--- config.mk ---
export PLATFORM = sky130hd
export DESIGN_NAME = clause_gather
export DESIGN_NICKNAME = d
export VERILOG_FILES = /design/src/rtl/sat_pkg.sv /design/src/rtl/clause_gather.sv
export SDC_FILE = /design/constraint.sdc
export NUM_CORES = 1
export LEC_CHECK = 0
export ABC_AREA = 1
export CAP_MARGIN = 20
export CORE_AREA = 2 2 305 307
export CTS_CLUSTER_DIAMETER = 40
export DETAILED_ROUTE_END_ITERATION = 12
export DIE_AREA = 0 0 307 309
export GPL_ROUTABILITY_DRIVEN = 0
export HOLD_SLACK_MARGIN = 0.02
export PLACE_DENSITY = 0.5
export SYNTH_ARGS = -nofsm -noshare
export SYNTH_HDL_FRONTEND = slang
export SYNTH_SLANG_ARGS = --single-unit
--- constraint.sdc ---
create_clock -name clk -period 6.95 [get_ports clk]
set_input_delay 1.39 -clock clk [delete_from_list [all_inputs] [get_ports clk]]
set_output_delay 1.39 -clock clk [all_outputs]
set_load 0.005 [all_outputs]
--- src/rtl/sat_pkg.sv ---
// Shared definitions for the clause-handling datapath (gather stage and FIFO tree).
package sat_pkg;

  localparam int unsigned CLAUSE_WIDTH_DEF = 36;
  localparam int unsigned CLAUSE_COUNT_DEF = 20;

  typedef enum logic {
    ST_FILL = 1'b0,
    ST_HOLD = 1'b1
  } gather_state_e;

  // Width able to represent values 0..max inclusive, never narrower than 1 bit.
  function automatic int unsigned count_width(input int unsigned max_val);
    return (max_val > 0) ? $clog2(max_val + 1) : 1;
  endfunction

endpackage : sat_pkg

--- src/rtl/clause_gather.sv ---
// Gathers serial clauses into a parallel bundle; emits when full, on flush, or after idle timeout.
module clause_gather
  import sat_pkg::*;
#(
  parameter int unsigned CLAUSE_COUNT  = CLAUSE_COUNT_DEF,
  parameter int unsigned CLAUSE_WIDTH  = CLAUSE_WIDTH_DEF,
  parameter int unsigned FLUSH_TIMEOUT = 8
) (
  input  logic                                 clk,
  input  logic                                 reset,
  input  logic [CLAUSE_WIDTH-1:0]              clause_i,
  input  logic                                 clause_valid_i,
  output logic                                 clause_ready_o,
  input  logic                                 flush_i,
  output logic [CLAUSE_WIDTH*CLAUSE_COUNT-1:0] clauses_o,
  output logic [CLAUSE_COUNT-1:0]              clause_valid_o,
  output logic                                 bundle_valid_o,
  input  logic                                 bundle_ready_i,
  output logic [$clog2(CLAUSE_COUNT+1)-1:0]    fill_count_o
);

  localparam int unsigned FCW = $clog2(CLAUSE_COUNT + 1);
  localparam int unsigned TW  = count_width(FLUSH_TIMEOUT);

  gather_state_e           state_q, state_d;
  logic [FCW-1:0]          fill_q, fill_d;
  logic [CLAUSE_COUNT-1:0] valid_q, valid_d;
  logic [TW-1:0]           timer_q, timer_d;
  logic [CLAUSE_WIDTH-1:0] slots_q [CLAUSE_COUNT];
  logic [CLAUSE_WIDTH-1:0] slots_d [CLAUSE_COUNT];
  logic                    accept;

  assign clause_ready_o = (state_q == ST_FILL);
  assign bundle_valid_o = (state_q == ST_HOLD);
  assign clause_valid_o = valid_q;
  assign fill_count_o   = fill_q;
  assign accept         = clause_ready_o && clause_valid_i;

  // Next-state: slot write, fill/timeout bookkeeping and FILL/HOLD transitions.
  // The timeout fires on the idle cycle after the counter has already reached
  // FLUSH_TIMEOUT, so the bundle appears FLUSH_TIMEOUT+1 cycles after the last accept.
  always_comb begin
    state_d = state_q;
    fill_d  = fill_q;
    valid_d = valid_q;
    timer_d = timer_q;
    slots_d = slots_q;
    unique case (state_q)
      ST_FILL: begin
        if (accept) begin
          for (int unsigned k = 0; k < CLAUSE_COUNT; k++) begin
            if (fill_q == FCW'(k)) begin
              slots_d[k] = clause_i;
              valid_d[k] = 1'b1;
            end
          end
          fill_d  = fill_q + FCW'(1);
          timer_d = '0;
          if (fill_q == FCW'(CLAUSE_COUNT - 1) || flush_i) begin
            state_d = ST_HOLD;
          end
        end else if (fill_q != '0) begin
          if (flush_i) begin
            state_d = ST_HOLD;
          end else if (FLUSH_TIMEOUT != 0) begin
            if (timer_q == TW'(FLUSH_TIMEOUT)) begin
              state_d = ST_HOLD;
            end else begin
              timer_d = timer_q + TW'(1);
            end
          end
        end
      end
      ST_HOLD: begin
        if (bundle_ready_i) begin
          state_d = ST_FILL;
          fill_d  = '0;
          valid_d = '0;
          timer_d = '0;
        end
      end
      default: state_d = ST_FILL;
    endcase
  end

  // Control state register with asynchronous active-low reset.
  always_ff @(posedge clk or negedge reset) begin
    if (!reset) begin
      state_q <= ST_FILL;
      fill_q  <= '0;
      valid_q <= '0;
      timer_q <= '0;
    end else begin
      state_q <= state_d;
      fill_q  <= fill_d;
      valid_q <= valid_d;
      timer_q <= timer_d;
    end
  end

  // Slot data storage; qualified by valid_q so it needs no reset.
  always_ff @(posedge clk) begin
    slots_q <= slots_d;
  end

  // Flatten slot array onto the bundle bus.
  always_comb begin
    clauses_o = '0;
    for (int unsigned k = 0; k < CLAUSE_COUNT; k++) begin
      clauses_o[k*CLAUSE_WIDTH +: CLAUSE_WIDTH] = slots_q[k];
    end
  end

endmodule : clause_gather

==> results of run 1 <==
## synth_stat cells
| library cell | instances |
|---|---|
| o21ai_0 | 8 |
| a21oi_1 | 1 |
| nand2_1 | 67 |
| nand3_2 | 3 |
| inv_1 | 31 |
| o21ai_1 | 6 |
| nand4_1 | 4 |
| buf_2 | 1 |
| clkbuf_1 | 1 |
| o21bai_1 | 1 |
| nor2_2 | 2 |
| nand2_4 | 1 |
| dfrtp_1 | 30 |
| nand2_2 | 2 |
| nand3_1 | 7 |
| nor2_4 | 4 |
| ha_1 | 7 |
| edfxtp_1 | 720 |
| o22ai_1 | 1 |
| inv_2 | 2 |
| nor2_1 | 20 |
| inv_4 | 1 |
## critical path, stage by stage
cell	delay, ps
clkdlybuf4s50_1	590
nand2_4	160
inv_4	140
nand2_1	260
nor2_4	730
buf_4	440
## how the worst min path moves through the flow
stage	endpoint	slack [ps]	from	depth (start not counted)
6_report	clause_valid_o[18]$_DFFE_PN0P_	490	clause_valid_o[18]$_DFFE_PN0P_	2
5_1_grt	clause_valid_o[5]$_DFFE_PN0P_	520	clause_valid_o[5]$_DFFE_PN0P_	2
4_1_cts	clause_valid_o[5]$_DFFE_PN0P_	490	clause_valid_o[5]$_DFFE_PN0P_	2
3_5_place_dp	clause_valid_o[5]$_DFFE_PN0P_	470	clause_valid_o[5]$_DFFE_PN0P_	2
3_3_place_gp	clause_valid_o[5]$_DFFE_PN0P_	480	clause_valid_o[5]$_DFFE_PN0P_	2
2_1_floorplan	timer_q[3]$_DFFE_PN0P_	470	timer_q[3]$_DFFE_PN0P_	2
## power groups by stage
stage | Clock, mW | Combinational, mW | Sequential (mW)
after floorplan | 0 | 0.209 | 5.38
after global placement | 0 | 0.886 | 5.38
after detailed placement | 0 | 0.900 | 5.38
after CTS | 5.23 | 0.905 | 5.29
after global routing | 5.43 | 0.947 | 5.31
final | 5.11 | 0.880 | 5.29
## layout by cell type, fill, tap and decap left out, drive strengths merged
cell type	Yosys	layout
a21oi	1	1
buf	1	23
bufinv	0	7
clkbuf	1	106
clkdlybuf4s50	0	787
clkinv	0	44
clkinvlp	0	14
dfrtp	30	30
diode	0	1
edfxtp	720	720
ha	7	7
inv	34	51
nand2	70	70
nand3	10	10
nand4	4	4
nor2	26	26
o21ai	14	14
o21bai	1	1
o22ai	1	1
## routing by layer
layer  wire (um)  GRT usage  vias to the layer above
met5          11          0                        -
met4        1900     0.0513                        2
met3        7440     0.0635                      107
met2       41900      0.288                      642
met1       30400      0.189                     6477
li1            -          -                     5442
## cell families (layout without fill, tap and decap cells)
family | after synthesis | after routing
fa+ha+maj | 7 | 7
flops | 750 | 750
buf+inv | 36 | 1032
other cells | 0 | 1
compound gates | 17 | 17
simple gates | 110 | 110
## state kept, by name, summed over array words and instances, names as in the netlist
signal          cells
bundle_valid_o      1
clause_valid_o     20
clauses_o         720
fill_count_o        5
timer_q             4
## cell type report
cell class                 instances  area share
sequential                       750       0.617
timing repair buffer             810       0.223
clock buffer                     106      0.0714
tap                             1186      0.0409
clock inverter                    82      0.0231
multi-input combinational        134      0.0205
inverter                          34     0.00359
antenna                            1   0.0000690
==> key figures, run 1 <==
Run status
  – Status: finished, final reports clean

Routing
  – WL per Instance: 26.3 um
  – DR pass1 iterations: 6
  – Final WL: around 82000 um
  – Total number of vias: 12670
  – Post-DRT Antenna Nets: 0
  – Avg Vias per Cell: 4.08
  – DR DRC count: 0
  – Iteration-0 DRC Markers: 1012

Clock tree
  – Cts hold-fix bufs: 0
  – TritonCTS clock tree: built
  – Clock Tree Root: clkbuf_16
  – CTS H-tree depth: 3
  – Post-CTS sizing: 0
  – Post-CTS Setup Bufs: 0
  – Max Root-Sink Buffers: 3
  – Clk slew on worst S/H paths: 60 ps
  – Worst skew pair latency: 680 ps
  – CTS Buf Count: 102
  – Clock sinks: 750

GRT
  – Number of global-route vias before repair: 12971
  – Initial antenna violation count: 3
  – Pin count of the biggest net entering global routing: 37
  – Total congestion overflow: 0
  – Total GRT Usage: 0.166
  – First-pass GRT wire length: 109000 um

Power
  – Combinational share of power: 0.078
  – Sw Ratio: 0.239
  – Pleak: 12.2 nW
  – Psw: 2.70 mW
  – Int Power: 8.58 mW
  – Flop pwr share: 0.469
  – Total power: 11.3 mW
  – Worst VDD drop: just over 0.0002 V
  – PD cells: 311 mW/mm^2
  – Power share of the clock group: 0.453

Yosys
  – Synth Register Bits: 750
  – Yosys warnings: 0
  – Synthesized Nets: 968
  – Post-Synthesis Cells: 920
  – Synth Area in XOR/XNOR: 0
  – Synthesized area: 0.0232 mm^2
  – Largest family of logic cells by synthesized area: simple AND/OR/NAND/NOR gates
  – Adder-cell share of the synthesized area: 0.00378
  – Mux cell area share after synthesis: 0
  – Area contributors post-synth: edfxtp_1 93%, dfrtp_1 3.2%, nand2_1 1.1%
  – Avg Cell Area, Syn: 25.2 um^2
  – Leading area contributor after synthesis: edfxtp_1
  – Seq/Total Area, Yosys: 0.965
  – Simple logic cell fraction of the synthesized area: 0.0215
  – Synth cell types: 22
  – Post-synthesis compound-gate area fraction: 0.00383
  – Top-area cell type share of the netlist area: 0.933

Timing
  – Worst Skew: roughly 24 ps
  – Max Slew Vio Count: 0
  – Worst-Margin Slew: 916 ps
  – Setup Viol. Count Final: 0
  – Fin crit share: 0.492
  – Min cycle time layout: 3420 ps
  – Setup TNS: 0 ps
  – Final setup margin: 3530 ps
  – Max frequency: 292 MHz
  – Hold Slack: 488 ps
  – Final Hold Vio Count: 0
  – Max_slew headroom: 0.388
  – Unrepaired setup endpoints after global routing: no

Setup path
  – Req. time, crit path: 7270 ps
  – Crit path from: clause_valid_i
  – Reg2Reg Depth: 7
  – Worst Path Arrival: 3740 ps
  – R2R Setup Slk: 4040 ps
  – Crit path capture type: flop
  – Critical Path Fanout Max: 19
  – Worst r2r src: fill_count_o[0]$_DFFE_PN0P_
  – Crit path to: clauses_o[434]$_DFFE_PP_
  – Worst R2R End: clauses_o[434]$_DFFE_PP_
  – Critical path class: in2reg
  – Type of origin of the critical path: input pin

Finish
  – Area grow syn2layout: 56.4%
  – Final nets: 1880
  – Layout Cells excl Fill: around 3100
  – Core Util, Final: 0.397
  – Register area: between 0.02 and 0.025 mm^2
  – Area occupied by multi-input gates: 742 um^2
  – Design area: 0.0362 mm^2
  – Share of layout cells above drive strength 1: 0.119
  – Number of fill cells: 8226

Placed design
  – Placed cell count: 2913
  – Port bufs: 787
  – DP Area: 0.0328 mm^2
  – DPL Wire Length: 57000 um
  – Pre-CTS WS: 2770 ps

Floorplanning
  – Ports: 788
  – Die W: 307 um
  – Rows: 111
  – Core area: 0.0914 mm^2
  – Die span in y: 309 um
  – Initial Utilization: 0.254
  – Die area: 0.0949 mm^2

Hold path
  – Hold Path Class: reg2reg

Flow run
  – Max Cap Viol: 0
Note: power is estimated with default switching activity, not from simulation.
==> run 2: changes to the inputs <==
--- a/config.mk
+++ b/config.mk
@@ -7,13 +7,13 @@
 export LEC_CHECK = 0
 export ABC_AREA = 1
 export CAP_MARGIN = 20
-export CORE_AREA = 2 2 305 307
+export CORE_AREA = 2 2 309 311
 export CTS_CLUSTER_DIAMETER = 40
 export DETAILED_ROUTE_END_ITERATION = 12
-export DIE_AREA = 0 0 307 309
+export DIE_AREA = 0 0 311 313
 export GPL_ROUTABILITY_DRIVEN = 0
 export HOLD_SLACK_MARGIN = 0.02
-export PLACE_DENSITY = 0.5
+export PLACE_DENSITY = 0.49
 export SYNTH_ARGS = -nofsm -noshare
 export SYNTH_HDL_FRONTEND = slang
 export SYNTH_SLANG_ARGS = --single-unit
==> constraint.sdc (replaced) <==
create_clock -name clk -period 3.2 [get_ports clk]
set_input_delay 0.64 -clock clk [delete_from_list [all_inputs] [get_ports clk]]
set_output_delay 0.64 -clock clk [all_outputs]
set_load 0.005 [all_outputs]
==> key figures, run 2 (synthesis results as in run 1) <==
Run status
  – Status: finished, final reports clean

Timing
  – Worst Skew: approximately 24 ps
  – Fin crit share: 0.783
  – Min cycle time layout: 2500 ps
  – Max_slew headroom: 0.352
  – Worst-Margin Slew: 969 ps
  – Max frequency: 399 MHz
  – Final setup margin: 696 ps
  – Setup TNS: 0 ps
  – Setup Viol. Count Final: 0
  – Unrepaired setup endpoints after global routing: no
  – Max Slew Vio Count: 0
  – Final Hold Vio Count: 0

Routing
  – WL per Instance: roughly 26 um
  – Final WL: 84500 um
  – Max layer used: met4
  – Met3 WL post-DR: a little over 8000 um
  – Avg Vias per Cell: 4.02
  – Met2 wire len: 42500 um
  – DR pass1 iterations: 5
  – Met1 wire length: 30900 um
  – Post-DRT Antenna Nets: 0
  – Iteration-0 DRC Markers: 1123
  – DR DRC count: 0
  – Total number of vias: 12991

Setup path
  – Worst r2r src: fill_count_o[0]$_DFFE_PN0P_
  – R2R Setup Slk: between 900 and 1000 ps
  – Crit path max-delay family: buffers and inverters
  – Type of origin of the critical path: flop
  – Critical path buffers and inverters: 1
  – Worst-path cell chain: clkdlybuf4s50_1
  – Reg2Reg Depth: 7
  – Crit path capture type: output port
  – Worst Path Arrival: ~1900 ps
  – Critical Path Fanout Max: 7
  – Crit-path slowest cell: clkdlybuf4s50_1
  – Critical Path Max Stage Delay: 650 ps
  – Worst R2R End: clauses_o[457]$_DFFE_PP_
  – Critical path class: reg2out
  – Crit path from: fill_count_o[2]$_DFFE_PN0P_
  – Req. time, crit path: between 2000 and 3000 ps

Clock tree
  – Post-CTS sizing: 0
  – Max Root-Sink Buffers: 3
  – CTS H-tree depth: 3
  – CTS Buf Count: around 110
  – Cts hold-fix bufs: 0
  – Clk slew on worst S/H paths: approximately 60 ps
  – Clock sinks: 750
  – Worst skew pair latency: 670 ps
  – Clock Tree Root: clkbuf_16
  – TritonCTS clock tree: built
  – Post-CTS Setup Bufs: 0

Floorplanning
  – Ports: 788
  – Die area: 0.0973 mm^2
  – Core area: 0.0942 mm^2
  – Die span in y: 313 um
  – Rows: approximately 110
  – Initial Utilization: 0.246
  – Die W: 311 um

Finish
  – Layout Cells excl Fill: between 3000 and 4000
  – Number of fill cells: 8601
  – Register area: 0.0224 mm^2
  – Max FFs per register: slightly above 700
  – Commonest non-fill, non-tap cells in the layout: 787 x clkdlybuf4s50_1, 720 x edfxtp_1, 111 x clkbuf_16, 67 x nand2_1, 49 x buf_4
  – Core Util, Final: 0.393
  – Share of layout cells above drive strength 1: 0.142
  – Area occupied by multi-input gates: 742 um^2
  – Area grow syn2layout: 59.7%
  – N_diodes: 0
  – Final nets: 1918
  – Commonest non-fill, non-tap cell in the layout: clkdlybuf4s50_1
  – Design area: 0.0370 mm^2

GRT
  – Total congestion overflow: 0
  – Initial antenna violation count: 2
  – Pin count of the biggest net entering global routing: 37
  – Total GRT Usage: 0.168
  – Number of global-route vias before repair: 13556
  – First-pass GRT wire length: between 100000 and 150000 um

Power
  – Flop pwr share: 0.443
  – Power share of the clock group: 0.478
  – Sw Ratio: 0.238
  – Combinational share of power: 0.078
  – Psw: around 6 mW
  – Int Power: between 15 and 20 mW
  – Worst VDD drop: ~0.00045 V
  – PD cells: ~700 mW/mm^2
  – Pleak: 12.6 nW

Placed design
  – DPL Wire Length: 59400 um
  – Placed cell count: ~3000
  – Pre-CTS WS: 442 ps
  – DP Area: approximately 0.033 mm^2
  – Port bufs: 787

Hold path
  – Hold Path Class: in2async

Flow run
  – Max Cap Viol: 0
-- run 2: changes by cell type in the layout (fill, tap and decap cells not counted), moves of 4 or more --
cell / previous run / this run
bufinv_16: 7 / 14
clkinvlp_4: 14 / 10
clkinv_1: 15 / 8
clkbuf_16: 103 / 111
clkinv_8: 2 / 6
buf_4: 19 / 49
inv_6: 10 / 16
-- run 2: how the worst max path moves through the flow --
stage | to | slack [ps] | cells past startpoint
after global placement | clauses_o[301]$_DFFE_PP_ | 530 | 6
after CTS | fill_count_o[2] | 630 | 1
after global routing | fill_count_o[2] | 630 | 1
after floorplan | clauses_o[144]$_DFFE_PP_ | 200 | 6
after detailed placement | clauses_o[455]$_DFFE_PP_ | 440 | 6
final | fill_count_o[2] | 700 | 1
-- run 2: layout make-up --
cell class	instances	area share
Clock inverter	87	0.0287
Inverter	34	0.00351
Tap cell	1265	0.0427
Timing Repair Buffer	841	0.225
Sequential cell	750	0.604
Clock buffer	117	0.0756
Multi-Input combinational cell	134	0.0200
-- run 2: power by group through the flow --
stage | registers [mW] | logic (mW) | clock network [mW]
6_report | 11.5 | 2.03 | 12.4
5_1_grt | 11.5 | 2.16 | 13.0
4_1_cts | 11.5 | 2.07 | 12.6
3_5_place_dp | 11.7 | 2.06 | 0
3_3_place_gp | 11.7 | 2.06 | 0
2_1_floorplan | 11.7 | 0.455 | 0
-- run 2: per-stage QoR --
step	hold WS [ps]	total power, mW
final	390	25.9
after global routing	408	26.7
after CTS	359	26.2
after detailed placement	471	13.7
after global placement	472	13.7
after floorplan	344	12.1
-- run 2: worst reg2reg max path: stages, from the launching register on --
cell     delay (ps)
dfrtp_1         420
inv_1           130
ha_1            180
inv_1            40
nor2_1          220
nand2_1         300
nor2_4          190
buf_4           370
-- run 2: per-layer routing --
| layer | vias up | GRT usage |
|---|---|---|
| li1 | 5543 | - |
| met1 | 6585 | 0.185 |
| met2 | 717 | 0.289 |
| met3 | 146 | 0.0719 |
| met4 | 0 | 0.0599 |
| met5 | - | 0 |
